$ cat src/rtl/scpad_head_arbiter_pkg.sv
// scpad_head_arbiter_pkg: request types and packing helper shared by the scratchpad head arbiter.
package scpad_head_arbiter_pkg;
  localparam int ADDR_W = 16;
  localparam int DATA_W = 32;
  localparam int MASK_W = 4;
  localparam int SCPAD_W = 4;
  typedef enum logic {SRC_FE = 1'b0, SRC_BE = 1'b1} src_e;
  typedef struct packed {
    logic valid;
    logic write;
    logic [ADDR_W-1:0] addr;
    logic [DATA_W-1:0] data;
    logic [MASK_W-1:0] mask;
  } req_t;
  typedef struct packed {
    logic valid;
    src_e src;
    logic [SCPAD_W-1:0] scpad;
    logic write;
    logic [ADDR_W-1:0] addr;
    logic [DATA_W-1:0] data;
    logic [MASK_W-1:0] mask;
  } sel_req_t;
  localparam int REQ_W = $bits(req_t);
  localparam int SEL_W = $bits(sel_req_t);
  function automatic sel_req_t to_sel(req_t r, src_e s, logic [SCPAD_W-1:0] id);
    return '{valid: 1'b1, src: s, scpad: id, write: r.write, addr: r.addr, data: r.data, mask: r.mask};
  endfunction
endpackage

$ cat src/rtl/scpad_head_arbiter_prio.sv
// scpad_head_arbiter_prio: BE-over-FE fixed priority with a starvation counter that forces FE ahead.
module scpad_head_arbiter_prio
  import scpad_head_arbiter_pkg::*;
#(
  parameter int STARVE_LIMIT = 8
) (
  input  logic clk,
  input  logic rst,
  input  logic fe_valid_i,
  input  logic be_valid_i,
  input  logic can_accept_i,
  output logic grant_fe_o,
  output logic grant_be_o
);
  localparam int CW = $clog2(STARVE_LIMIT + 1);
  logic [CW-1:0] starve_cnt_q, starve_cnt_d;
  logic force_fe;
  // A BE grant with FE pending implies the limit is not yet reached, so counting saturates naturally.
  always_comb begin
    force_fe = starve_cnt_q == CW'(STARVE_LIMIT);
    grant_fe_o = can_accept_i & fe_valid_i & (!be_valid_i | force_fe);
    grant_be_o = can_accept_i & be_valid_i & !(fe_valid_i & force_fe);
    starve_cnt_d = (!fe_valid_i || grant_fe_o) ? '0 : grant_be_o ? starve_cnt_q + 1'b1 : starve_cnt_q;
  end
  always_ff @(posedge clk or posedge rst)
    if (rst) starve_cnt_q <= '0;
    else starve_cnt_q <= starve_cnt_d;
endmodule

$ cat src/rtl/scpad_head_arbiter.sv
// scpad_head_arbiter: merges FE and BE requests into one registered request honouring per-class stalls.
module scpad_head_arbiter
  import scpad_head_arbiter_pkg::*;
#(
  parameter int STARVE_LIMIT = 8,
  parameter int SCPAD_ID = 0
) (
  input  logic clk,
  input  logic rst,
  input  logic [REQ_W-1:0] fe_req,
  input  logic [REQ_W-1:0] be_req,
  input  logic w_stall,
  input  logic r_stall,
  output logic fe_stall,
  output logic be_stall,
  output logic [SEL_W-1:0] head_stomach_req
);
  req_t fe, be;
  sel_req_t out_q, out_d;
  logic out_stalled, can_accept, grant_fe, grant_be;
  assign fe = req_t'(fe_req);
  assign be = req_t'(be_req);
  assign out_stalled = out_q.valid & (out_q.write ? w_stall : r_stall);
  assign can_accept = !rst & !out_stalled;
  scpad_head_arbiter_prio #(.STARVE_LIMIT(STARVE_LIMIT)) u_prio (
    .clk(clk),
    .rst(rst),
    .fe_valid_i(fe.valid),
    .be_valid_i(be.valid),
    .can_accept_i(can_accept),
    .grant_fe_o(grant_fe),
    .grant_be_o(grant_be)
  );
  // A drain and a fresh load may coincide, giving back-to-back requests without a bubble.
  always_comb begin
    out_d = grant_fe ? to_sel(fe, SRC_FE, SCPAD_W'(SCPAD_ID)) :
            grant_be ? to_sel(be, SRC_BE, SCPAD_W'(SCPAD_ID)) :
            sel_req_t'({out_q.valid & out_stalled, out_q[SEL_W-2:0]});
    fe_stall = fe.valid & !grant_fe;
    be_stall = be.valid & !grant_be;
  end
  always_ff @(posedge clk or posedge rst)
    if (rst) out_q <= '0;
    else out_q <= out_d;
  assign head_stomach_req = out_q;
endmodule

$ cat config.mk
export PLATFORM = sky130hd
export DESIGN_NAME = scpad_head_arbiter
export DESIGN_NICKNAME = d
export VERILOG_FILES = /design/src/rtl/scpad_head_arbiter_pkg.sv /design/src/rtl/scpad_head_arbiter_prio.sv /design/src/rtl/scpad_head_arbiter.sv
export SDC_FILE = /design/constraint.sdc
export NUM_CORES = 1
export LEC_CHECK = 0
export CORE_UTILIZATION = 44
export DETAILED_ROUTE_END_ITERATION = 7
export DONT_BUFFER_PORTS = 1
export HOLD_SLACK_MARGIN = 0.08
export SLEW_MARGIN = 10
export SYNTH_ARGS = -nofsm -noshare
export SYNTH_HDL_FRONTEND = slang
export SYNTH_SLANG_ARGS = --single-unit
$ cat constraint.sdc
create_clock -name clk -period 2.12 [get_ports clk]
set_input_delay 0.636 -clock clk [delete_from_list [all_inputs] [get_ports clk]]
set_output_delay 0.636 -clock clk [all_outputs]
set_load 0.05 [all_outputs]
==> results of run 1 <==
## state kept, by name, indices dropped and copies added (netlist names)
signal / count
head_stomach_req: 55
u_prio.starve_cnt_q: 4
## area by class of cell
cell class | instances | area, um^2 | share of cell area (%)
sequential | 59 | 1478 | 44.65
multi-input combinational | 152 | 1232 | 37.24
timing repair buffer | 23 | 235.2 | 7.108
clock buffer | 10 | 137.6 | 4.159
tap | 75 | 93.84 | 2.836
clock inverter | 6 | 88.84 | 2.684
inverter | 11 | 43.79 | 1.323
## path summary, 6_finish.rpt
check / start / to / depth (start not counted)
max: head_stomach_req[52]$_DFFE_PP0P_ / fe_stall / 4
min: rst / head_stomach_req[39]$_DFFE_PP0P_ / 2
max reg2reg: u_prio.starve_cnt_q[1]$_DFFE_PP0P_ / head_stomach_req[30]$_DFFE_PP0P_ / 8
min reg2reg: u_prio.starve_cnt_q[2]$_DFFE_PP0P_ / u_prio.starve_cnt_q[2]$_DFFE_PP0P_ / 2
max in group asynchronous: rst / head_stomach_req[52]$_DFFE_PP0P_ / 2
min in group clk: fe_req[42] / head_stomach_req[42]$_DFFE_PP0P_ / 1
## power by group
group	switching, uW	internal [uW]	leakage (uW)	total, uW
registers	1010	1350	0.000729	2360
logic	336	367	0.000629	702
clock network	460	693	0.000108	1150
total	1800	2410	0.00147	4210
## synth_stat cells, types with 3 or more instances
master	instances
sky130_fd_sc_hd__a211oi_1	8
sky130_fd_sc_hd__a221o_1	46
sky130_fd_sc_hd__buf_2	8
sky130_fd_sc_hd__buf_4	6
sky130_fd_sc_hd__buf_6	4
sky130_fd_sc_hd__clkbuf_1	5
sky130_fd_sc_hd__dfrtp_1	59
sky130_fd_sc_hd__inv_1	11
sky130_fd_sc_hd__nand2_1	3
sky130_fd_sc_hd__nor2_1	4
sky130_fd_sc_hd__nor2b_1	48
sky130_fd_sc_hd__o21a_1	8
sky130_fd_sc_hd__o22ai_1	7
## critical path: stages, from the launching register on
cell and delay, ns:
sky130_fd_sc_hd__dfrtp_2 0.41, sky130_fd_sc_hd__mux2_4 0.33, sky130_fd_sc_hd__a21o_1 0.21, sky130_fd_sc_hd__o21ai_4 0.19
sky130_fd_sc_hd__inv_4 0.11
## routing by layer
metal,vias up,part of all wire (%),GRT usage (%)
met5,-,0,0
met4,0,0.98,7.895
met3,8,9.5,5.055
met2,128,48,31.57
met1,992,42,24.23
li1,923,-,-
## what timing repair did
action                                  in CTS  in global routing
endpoints found under the setup margin       2                 48
hold buffers                                 0                  0
pin swaps                                    5                  3
hold endpoints to repair                     0                  0
gates resized for setup                      1                  2
setup buffers                                6                  0
gates cloned                                 0                  2
## cells by family after synthesis
group / synth area share, %
AOI/OAI and AO/OA: 24.54
and+or+nand+nor: 14.27
adders and majority gates: 0.8809
muxes: 0.8809
buffers and inverters: 6.696
xor gates and xnor gates: 0.6169
DFF: 51.98
other: 0.1320
## through the flow
stage	hold WS (ns)	power [uW]	setup slack, ns	util, %	cell area, um^2
floorplan	0.5269	2892	-0.1094	-	2874
global placement	0.5663	3055	-0.08325	49.65	3009
detailed placement	0.5747	3072	-0.09752	49.65	3009
CTS	0.2094	4241	-0.1276	54.15	3282
global route	0.2207	4400	-0.1449	54.60	3309
finish	0.2200	4215	-0.08992	54.60	3309
==> metrics, run 1 <==
area of the die 6781 um^2; post-detailed-route count of antenna-violating nets 0; worst hold-check path type input port to asynchronous set/reset pin; post-synthesis instance area 2840 um^2; clock insertion delay at the later pin of the skew report 0.33 ns; wire length of the first global-routing pass roughly 9.6 mm; non-filler cells in the finished layout 336; IO Pins 173; Die Height between 80 and 90 um; dominant synthesized flop cell sky130_fd_sc_hd__dfrtp_1; DRT Wirelength 7.048 mm; proportion of synthesized chip area in sequential cells a little over 50%; Clock Pin Slew Worst Setup and Hold Paths 0.07 ns; start-to-end type of the worst setup path flip-flop to output pin; Syn-to-layout area delta 16.52%; number of detailed-route iterations in the first pass 4; critical path data required time between 1 and 1.5 ns; violated checks setup timing; worst setup skew after layout 0.009866 ns; CTS Sinks 59; floorplan core area approximately 6100 um^2; achievable clock frequency 0.4525 GHz; largest net degree at the start of global routing 47; RSZ-0062 raised after global routing true; Nets 370; # diodes 0; number of warnings issued by yosys 0; number of violations reported at the end of detailed-routing iteration 0 76; maximum root-to-sink buffer count 2; overall routing resource usage 19.32%; worst-path maximum fanout 3; width of the die 82.35 um; commonest cells after routing, fill and taps aside sky130_fd_sc_hd__dfrtp_1 (58), sky130_fd_sc_hd__nor2b_1 (47), sky130_fd_sc_hd__a221o_1 (46); weighted congestion at the end of routability-driven global placement between 0.7 and 0.8; worst reg2reg setup slack 0.12 ns; clock tree root driver cell sky130_fd_sc_hd__clkbuf_8; final setup TNS -0.1671 ns; leakage 0.001466 uW; fraction of layout cells with a size suffix above 1 20.31%; slew of the pin with the lowest slew margin 0.5024 ns; Rel. slew slack about 67%; area fraction of the dominant cell type after synthesis 51.98%; Post-route DRC 0; CTS tree done; worst voltage drop across the vdd grid 0.6562 mV; Setup crit start kind flip-flop; max-cap violations 0; # fillers 528; initial antenna violation count 0; synthesized instance count 240; level count of the clock H-tree 3; initial standard-cell utilization of the core 46.86%; biggest area contributors in the synthesized netlist sky130_fd_sc_hd__dfrtp_1 (52%), sky130_fd_sc_hd__a221o_1 (16%), sky130_fd_sc_hd__nor2b_1 (11%); final routed wire length divided by cell count 20.98 um; proportion of register bits with asynchronous set or reset after synthesis 100.0%; synthesized area divided by synthesized cell count 11.83 um^2; P per Cell Area 1274 nW/um^2; CTS buffer count 9; vias in the first global route 1925; vias per cell 6.104; total half-perimeter wirelength after legalization and detailed placement 4.695 mm; most common cell after layout, fill and taps aside sky130_fd_sc_hd__dfrtp_1; Final WS setup -0.08992 ns; FP Rows 28; final hold vios 0; area leader, netlist sky130_fd_sc_hd__dfrtp_1; CP Capture Type output pin; synthesized flop and latch total 59; number of setup violations in the final report 2; clock period minus worst slack ~2.2 ns; outcome finished with violations; Placed Cells 312; total of buffers placed on input and output ports 0; count of final max-slew check failures 0; Netlist cell types 32; Congestion Overflow GR 0; count of flip-flops with a built-in enable after synthesis 0; number of vias in the routed layout 2051; worst path arrival time 1.57 ns; post-route fraction of the period consumed by the critical path 104.2%
Power figures use the tool's default switching activity.
==> inputs of run 2 (changes only) <==
--- a/config.mk
+++ b/config.mk
@@ -9,7 +9,6 @@
 export DETAILED_ROUTE_END_ITERATION = 7
 export DONT_BUFFER_PORTS = 1
 export HOLD_SLACK_MARGIN = 0.08
-export SLEW_MARGIN = 10
 export SYNTH_ARGS = -nofsm -noshare
 export SYNTH_HDL_FRONTEND = slang
 export SYNTH_SLANG_ARGS = --single-unit
==> results of run 2 <==
Same layout as run 1: the final DEF is identical, and so are final timing and power.
==> inputs of run 3 (changes only) <==
--- a/config.mk
+++ b/config.mk
@@ -5,10 +5,11 @@
 export SDC_FILE = /design/constraint.sdc
 export NUM_CORES = 1
 export LEC_CHECK = 0
-export CORE_UTILIZATION = 44
+export CORE_UTILIZATION = 34
 export DETAILED_ROUTE_END_ITERATION = 7
-export DONT_BUFFER_PORTS = 1
 export HOLD_SLACK_MARGIN = 0.08
+export PLACE_DENSITY = 0.77
 export SYNTH_ARGS = -nofsm -noshare
 export SYNTH_HDL_FRONTEND = slang
+export SYNTH_HIERARCHICAL = 1
 export SYNTH_SLANG_ARGS = --single-unit
==> metrics, run 3 <==
largest family of logic cells by synthesized area multiplexers (was compound AO/OA/AOI/OAI gates); simple-gate share of the synthesized area 10.30% (was 14.27%); commonest cells in the synthesized netlist sky130_fd_sc_hd__dfrtp_1 (59), sky130_fd_sc_hd__nand2_1 (56), sky130_fd_sc_hd__mux2i_1 (53), sky130_fd_sc_hd__o21ai_1 (44), sky130_fd_sc_hd__o21ai_0 (12) (was sky130_fd_sc_hd__dfrtp_1 (59), sky130_fd_sc_hd__nor2b_1 (48), sky130_fd_sc_hd__a221o_1 (46), sky130_fd_sc_hd__inv_1 (11)); leakage 0.002163 uW (was 0.001466 uW); Post-route DRC 0 (unchanged); start-to-end type of the worst setup path flip-flop to output pin (unchanged); number of detailed-route iterations in the first pass 4 (unchanged); Setup crit start kind flip-flop (unchanged); Die Height 93.44 um (was 82.35 um); number of warnings issued by yosys 6 (was 0); Rel. slew slack 66.66% (was 66.51%); total half-perimeter wirelength after legalization and detailed placement 5.872 mm (was 4.695 mm); vias in the first global route 2645 (was 1925); synthesized instance count 277 (was 240); violated checks setup timing (unchanged); total of buffers placed on input and output ports 168 (was 0); total power consumption of the routed design 4946 uW (was 4215 uW); CTS tree done (unchanged); worst path arrival time 1.73 ns (was 1.57 ns); post-route fraction of the period consumed by the critical path 111.8% (was 104.2%); area share of fa/ha/maj cells after synthesis 0.8803% (was 0.8811%); number of violations reported at the end of detailed-routing iteration 0 63 (was 76); most common cell after layout, fill and taps aside sky130_fd_sc_hd__clkdlybuf4s50_1 (was sky130_fd_sc_hd__dfrtp_1); CP Capture Type output pin (unchanged); worst setup skew after layout 0.005422 ns (was 0.009866 ns); proportion of synthesized chip area in sequential cells 51.94% (was 51.98%); Syn-to-layout area delta 76.67% (was 16.52%); biggest area contributors in the synthesized netlist sky130_fd_sc_hd__dfrtp_1 (52%), sky130_fd_sc_hd__mux2i_1 (19%), sky130_fd_sc_hd__o21ai_1 (7.7%) (was sky130_fd_sc_hd__dfrtp_1 (52%), sky130_fd_sc_hd__a221o_1 (16%), sky130_fd_sc_hd__nor2b_1 (11%)); post-synthesis mux area share 19.06% (was 0.8811%); area fraction of the dominant cell type after synthesis 51.94% (was 51.98%); area of the die 8731 um^2 (was 6781 um^2); number of setup violations in the final report 39 (was 2); area leader, netlist sky130_fd_sc_hd__dfrtp_1 (unchanged); xor and xnor area share after synthesis 0% (was 0.6167%); cts hold-fix bufs 0 (unchanged); fraction of layout cells with a size suffix above 1 22.98% (was 20.31%); vias per cell 4.776 (was 6.104); final instance area 5022 um^2 (was 3309 um^2); initial antenna violation count 0 (unchanged); Nets 579 (was 370); final setup TNS -1.593 ns (was -0.1671 ns); max-cap violations 0 (unchanged); post-detailed-route count of antenna-violating nets 0 (unchanged); P per Cell Area 984.9 nW/um^2 (was 1274 nW/um^2); post-synthesis instance area 2843 um^2 (was 2840 um^2); flip-flop count of the largest register, all copies and words added 55 (unchanged); commonest cells after routing, fill and taps aside sky130_fd_sc_hd__clkdlybuf4s50_1 (107), sky130_fd_sc_hd__buf_4 (62), sky130_fd_sc_hd__dfrtp_1 (58) (was sky130_fd_sc_hd__dfrtp_1 (58), sky130_fd_sc_hd__nor2b_1 (47), sky130_fd_sc_hd__a221o_1 (46)); synthesized flop and latch total 59 (unchanged); wire length of the first global-routing pass 12.28 mm (was 9.570 mm); CTS buffer count 9 (unchanged); Clock Pin Slew Worst Setup and Hold Paths 0.06 ns (was 0.07 ns); slew of the pin with the lowest slew margin 0.4992 ns (was 0.5024 ns); CTS Sinks 59 (unchanged); FP Rows 32 (was 28); DRT Wirelength 8.527 mm (was 7.048 mm); clock tree root driver cell sky130_fd_sc_hd__clkbuf_8 (unchanged); largest net degree at the start of global routing 65 (was 47); Netlist cell types 25 (was 32); # diodes 0 (unchanged); width of the die 93.44 um (was 82.35 um); complex-gate fraction of the synthesized area 11.31% (was 24.54%); overall routing resource usage 18.55% (was 19.32%); synthesized area divided by synthesized cell count 10.26 um^2 (was 11.83 um^2); dominant cell by count in the synthesized netlist sky130_fd_sc_hd__dfrtp_1 (unchanged); final worst hold slack 0.3890 ns (was 0.2200 ns); IO Pins 173 (unchanged); level count of the clock H-tree 3 (unchanged); floorplan core area 7888 um^2 (was 6061 um^2); maximum root-to-sink buffer count 2 (unchanged); count of final max-slew check failures 0 (unchanged); final hold vios 0 (unchanged); Congestion Overflow GR 0 (unchanged); outcome finished with violations (unchanged); worst-path maximum fanout 3 (unchanged); clock period minus worst slack 2.371 ns (was 2.210 ns); proportion of register bits with asynchronous set or reset after synthesis 100.0% (unchanged); cell area reported after detailed placement 4611 um^2 (was 3009 um^2); placement-stage worst setup slack -0.5407 ns (was -0.09752 ns); RSZ-0062 raised after global routing true (unchanged); number of vias in the routed layout 2732 (was 2051); dominant synthesized flop cell sky130_fd_sc_hd__dfrtp_1 (unchanged); clock insertion delay at the later pin of the skew report 0.33 ns (about the same); weighted congestion at the end of routability-driven global placement 0.8697 (was 0.7814); count of flip-flops with a built-in enable after synthesis 0 (unchanged); initial standard-cell utilization of the core 36.04% (was 46.86%); worst voltage drop across the vdd grid 0.5946 mV (was 0.6562 mV); achievable clock frequency 0.4218 GHz (was 0.4525 GHz); final routed wire length divided by cell count 14.91 um (was 20.98 um); worst hold-check path type input port to asynchronous set/reset pin (unchanged); Final WS setup -0.2506 ns (was -0.08992 ns); critical path data required time 1.48 ns (about the same)
[run 3: cell types whose count changed in the layout (fill, tap and decap cells not counted), sizes merged, moves of 8 or more]
cell	change
buf	+50
nor2b	-44
o21a	-8
o21ai	+55
clkdlybuf4s50	+107
a211oi	-9
clkbuf	+8
a221o	-46
mux2i	+52
dlygate4sd2	+8
nand2	+53
[run 3: cell families after synthesis]
family,after synthesis
adders and majority gates,2
other,1
buffers and inverters,28
DFF,59
and+or+nand+nor,71
muxes,54
AOI/OAI and AO/OA,62
[run 3: metal layers]
metal | global-route usage [%] | vias up | wire length (um)
met3 | 4.715 | 15 | 596
li1 | - | 1324 | -
met1 | 21.13 | 1275 | 3464
met2 | 32.35 | 118 | 4307
met4 | 8.846 | 0 | 159
met5 | 0 | - | 0
[run 3: stage by stage]
step | utilization, % | instances
floorplan | - | 280
global placement | 58.45 | 544
detailed placement | 58.45 | 544
CTS | 61.02 | 563
global route | 63.67 | 572
finish | 63.67 | 572
[run 3: worst max-delay path, stage by stage (launching register included)]
cell and delay [ns]:
sky130_fd_sc_hd__dfrtp_2 0.44, sky130_fd_sc_hd__mux2_4 0.33, sky130_fd_sc_hd__a21oi_4 0.18, sky130_fd_sc_hd__nand2_2 0.10
sky130_fd_sc_hd__a21oi_4 0.16, sky130_fd_sc_hd__nor2b_4 0.06, sky130_fd_sc_hd__buf_8 0.15
[run 3: power by group]
| group | internal (uW) | leakage [uW] | switching (uW) |
|---|---|---|---|
| clock | 485 | 0.0000905 | 415 |
| combinational | 888 | 0.00136 | 1560 |
| sequential | 1420 | 0.000715 | 174 |
| total | 2790 | 0.00216 | 2150 |
[run 3: cell type report]
cell class,count,area [um^2]
Fill cell,670,2865
Tap cell,102,127.6
Clock buffer,14,162.7
Multi-Input combinational cell,193,1271
Clock inverter,2,10.01
Timing Repair Buffer,196,1951
Inverter,6,22.52
Sequential cell,59,1478
[run 3: timing repair]
| item | CTS | global route |
|---|---|---|
| endpoints found under the setup margin | 62 | 44 |
| buffers inserted | 3 | 3 |
| pin swaps | 3 | 4 |
| resized for setup | 18 | 27 |
| hold endpoints to repair | 0 | 0 |
| cloned | 0 | 6 |
[run 3: final timing paths]
path / startpoint / endpoint / slack (ns) / depth (start not counted)
worst max-delay path: head_stomach_req[52]$_DFFE_PP0P_ / be_stall / -0.25 / 6
worst min-delay path: rst / u_prio/starve_cnt_q[3]$_DFFE_PP0P_ / 0.39 / 3
worst max register to register: head_stomach_req[52]$_DFFE_PP0P_ / head_stomach_req[22]$_DFFE_PP0P_ / -0.06 / 10
worst min register to register: head_stomach_req[57]$_DFFE_PP0P_ / head_stomach_req[57]$_DFFE_PP0P_ / 0.50 / 2
max in group asynchronous: rst / head_stomach_req[52]$_DFFE_PP0P_ / 1.20 / 4
min in group clk: head_stomach_req[57]$_DFFE_PP0P_ / head_stomach_req[57]$_DFFE_PP0P_ / 0.50 / 2
==> variant: new RTL, config.mk and constraints of run 1 <==
Make the reset (`rst`) synchronous in 2 clocked blocks.
--- a/src/rtl/scpad_head_arbiter_prio.sv
+++ b/src/rtl/scpad_head_arbiter_prio.sv
@@ -23,5 +23,5 @@
     starve_cnt_d = (!fe_valid_i || grant_fe_o) ? '0 : grant_be_o ? starve_cnt_q + 1'b1 : starve_cnt_q;
   end
-  always_ff @(posedge clk or posedge rst)
+  always_ff @(posedge clk)
     if (rst) starve_cnt_q <= '0;
     else starve_cnt_q <= starve_cnt_d;
--- a/src/rtl/scpad_head_arbiter.sv
+++ b/src/rtl/scpad_head_arbiter.sv
@@ -40,5 +40,5 @@
     be_stall = be.valid & !grant_be;
   end
-  always_ff @(posedge clk or posedge rst)
+  always_ff @(posedge clk)
     if (rst) out_q <= '0;
     else out_q <= out_d;
Function: differs if rst is asserted again (counterexample within 4 cycles, from zero or initial values and one cycle with rst high); with rst held inactive, the same outputs for 10 cycles.
==> variant against run 1 <==
The run still ends with negative setup slack left; synthesized cell count down 6.3%; sequential cell count unchanged; setup slack worse by 0.054 ns; hold slack better by 0.16 ns; cell area down 9.5%; die area down 9.6%; routed wire length down 20%; area after synthesis down 9.9%; largest cell class is now multi-input combinational cells.
Power is not compared: it rests on default switching activity, and its combinational part moved more than twofold at a synthesized area within 25%.
==> variant: results <==
export IMPL_dpl_hpwl_mm=4.14
export IMPL_wire_length_of_the_first_global_routing_pass_mm=8.59
export IMPL_critical_path_top_delay_family="simple AND/OR/NAND/NOR gates"
export IMPL_drive_gt1_share_pct=20.7
export IMPL_fin_ws_ns=-0.144
export IMPL_netlist_top_cells_count="sky130_fd_sc_hd__dfxtp_1 (59), sky130_fd_sc_hd__mux2i_1 (54), sky130_fd_sc_hd__o2bb2ai_1 (53), sky130_fd_sc_hd__clkbuf_1 (9), sky130_fd_sc_hd__nor2_1 (8)"
export IMPL_avgRoutedWirePerCell_um=18.0
export IMPL_clockBufferDepth=2
export IMPL_fin_worst_skew_ns=0.0105
export IMPL_ys_async_sr_fraction_pct=0
export IMPL_setup_viol=2
export IMPL_gp_routability_congestion=0.749
export IMPL_routed_via_count=1850
export IMPL_largest_register_ff_count=55
export IMPL_synth_area_leaders="sky130_fd_sc_hd__dfxtp_1 (46%), sky130_fd_sc_hd__mux2i_1 (21%), sky130_fd_sc_hd__o2bb2ai_1 (18%), sky130_fd_sc_hd__buf_4 (2.1%), sky130_fd_sc_hd__clkbuf_1 (1.3%)"
export IMPL_grt_antenna_before_repair=0
export IMPL_placement_cell_area_um2=2700
export IMPL_synth_distinct_cells=26
export IMPL_cts_buffers_inserted=9
export IMPL_antenna_diode_count=0
export IMPL_critPathMaxFanout=2
export IMPL_synth_sequential_area_ratio_pct=46.1
export IMPL_postSynth_topFlopCell="sky130_fd_sc_hd__dfxtp_1"
export IMPL_root_buffer="sky130_fd_sc_hd__clkbuf_8"
export IMPL_crit_slowest_cell="sky130_fd_sc_hd__a2111oi_4"
export IMPL_grt_start_max_net_pins=31
export IMPL_nets=350
export IMPL_htree_levels=3
export IMPL_final_max_slew_viol_count=0
export IMPL_vdd_ir_drop_worst_mv=0.518
export IMPL_groute_usage_overall_pct=18.3
export IMPL_post_synth_inst_count=225
export IMPL_worstSkewPairLatency_ns=0.32
export IMPL_worst_path_largest_cell_delay_ns=0.38
export IMPL_placement_setup_worst_slack_ns=0.0119
export IMPL_violations="negative setup slack"
export IMPL_pwr_group_sequential_mw=1.57
export IMPL_clock_net_power_mw=1.16
export IMPL_total_leakage_power_nw=1.10
export IMPL_power_share_sequential_pct=51.6
export IMPL_portBuffers=0
export IMPL_totalNegativeSetupSlack_ns=-0.171
export IMPL_yosys_warnings=0
export IMPL_detail_route_first_pass_iterations=4
export IMPL_result_of_the_run="finished with violations"
export IMPL_worstHoldStart="rst"
export IMPL_max_slew_margin_pct=64.3
export IMPL_setup_worst_path_start="u_prio.starve_cnt_q[1]"
export IMPL_drtIter0Drc=105
export IMPL_placedCellCount=292
export IMPL_clock_slew_at_the_register_clock_pins_of_the_worst_setup_and_hold_paths_ns=0.07
export IMPL_arrival_ns=1.63
export IMPL_worst_hold_path_type="input pin to flop"
export IMPL_cellInternalPower_mw=2.06
export IMPL_vias_per_cell=5.91
[variant: cell types whose count changed after synthesis, moves of 8 or more]
cell	delta
sky130_fd_sc_hd__dfrtp_1	-59
sky130_fd_sc_hd__dfxtp_1	+59
sky130_fd_sc_hd__mux2i_1	+53
sky130_fd_sc_hd__o2bb2ai_1	+53
sky130_fd_sc_hd__nor2b_1	-47
sky130_fd_sc_hd__a221o_1	-46
sky130_fd_sc_hd__o21a_1	-8
[variant: layer usage]
metal	part of all wire [%]	up-vias	global-route usage, %
met5	0	-	0
met4	1.0	0	9.81
met3	8.3	6	5.93
met2	53	110	32.3
met1	38	864	19.1
li1	-	870	-
[variant: logic make-up (layout without fill, tap and decap cells)]
group	count (synthesis)	in the layout	synth area share, %
other cells	1	4	0.146
flops	59	59	46.1
fa+ha+maj	2	2	0.977
buf+inv	25	38	4.94
simple gates	18	18	3.67
mux	56	56	22.1
xor+xnor	2	2	0.684
compound gates	62	62	21.3
[variant: final timing paths]
path	slack [ns]	cells past startpoint	endpoint
worst max-delay path	-0.14	5	be_stall
worst min-delay path	0.38	1	head_stomach_req[58]
worst max register to register	0.21	7	u_prio.starve_cnt_q[3]
worst min register to register	0.58	2	u_prio.starve_cnt_q[2]
[variant: area by class of cell]
| class | instances | area [µm²] |
|---|---|---|
| fillers | 490 | 2550 |
| multi-input cells | 144 | 1310 |
| clock inverters | 5 | 85.1 |
| repair buffers | 18 | 160 |
| well taps | 72 | 90.1 |
| inverters | 4 | 15.0 |
| flip-flops and latches | 59 | 1180 |
| clock buffers | 11 | 151 |
[variant: repair_timing]
item	CTS	global route
pin swaps	4	1
setup endpoints to repair	2	2
setup buffers	3	2
endpoints found under the hold margin	0	0
resized for setup	8	0
hold buffers	0	0
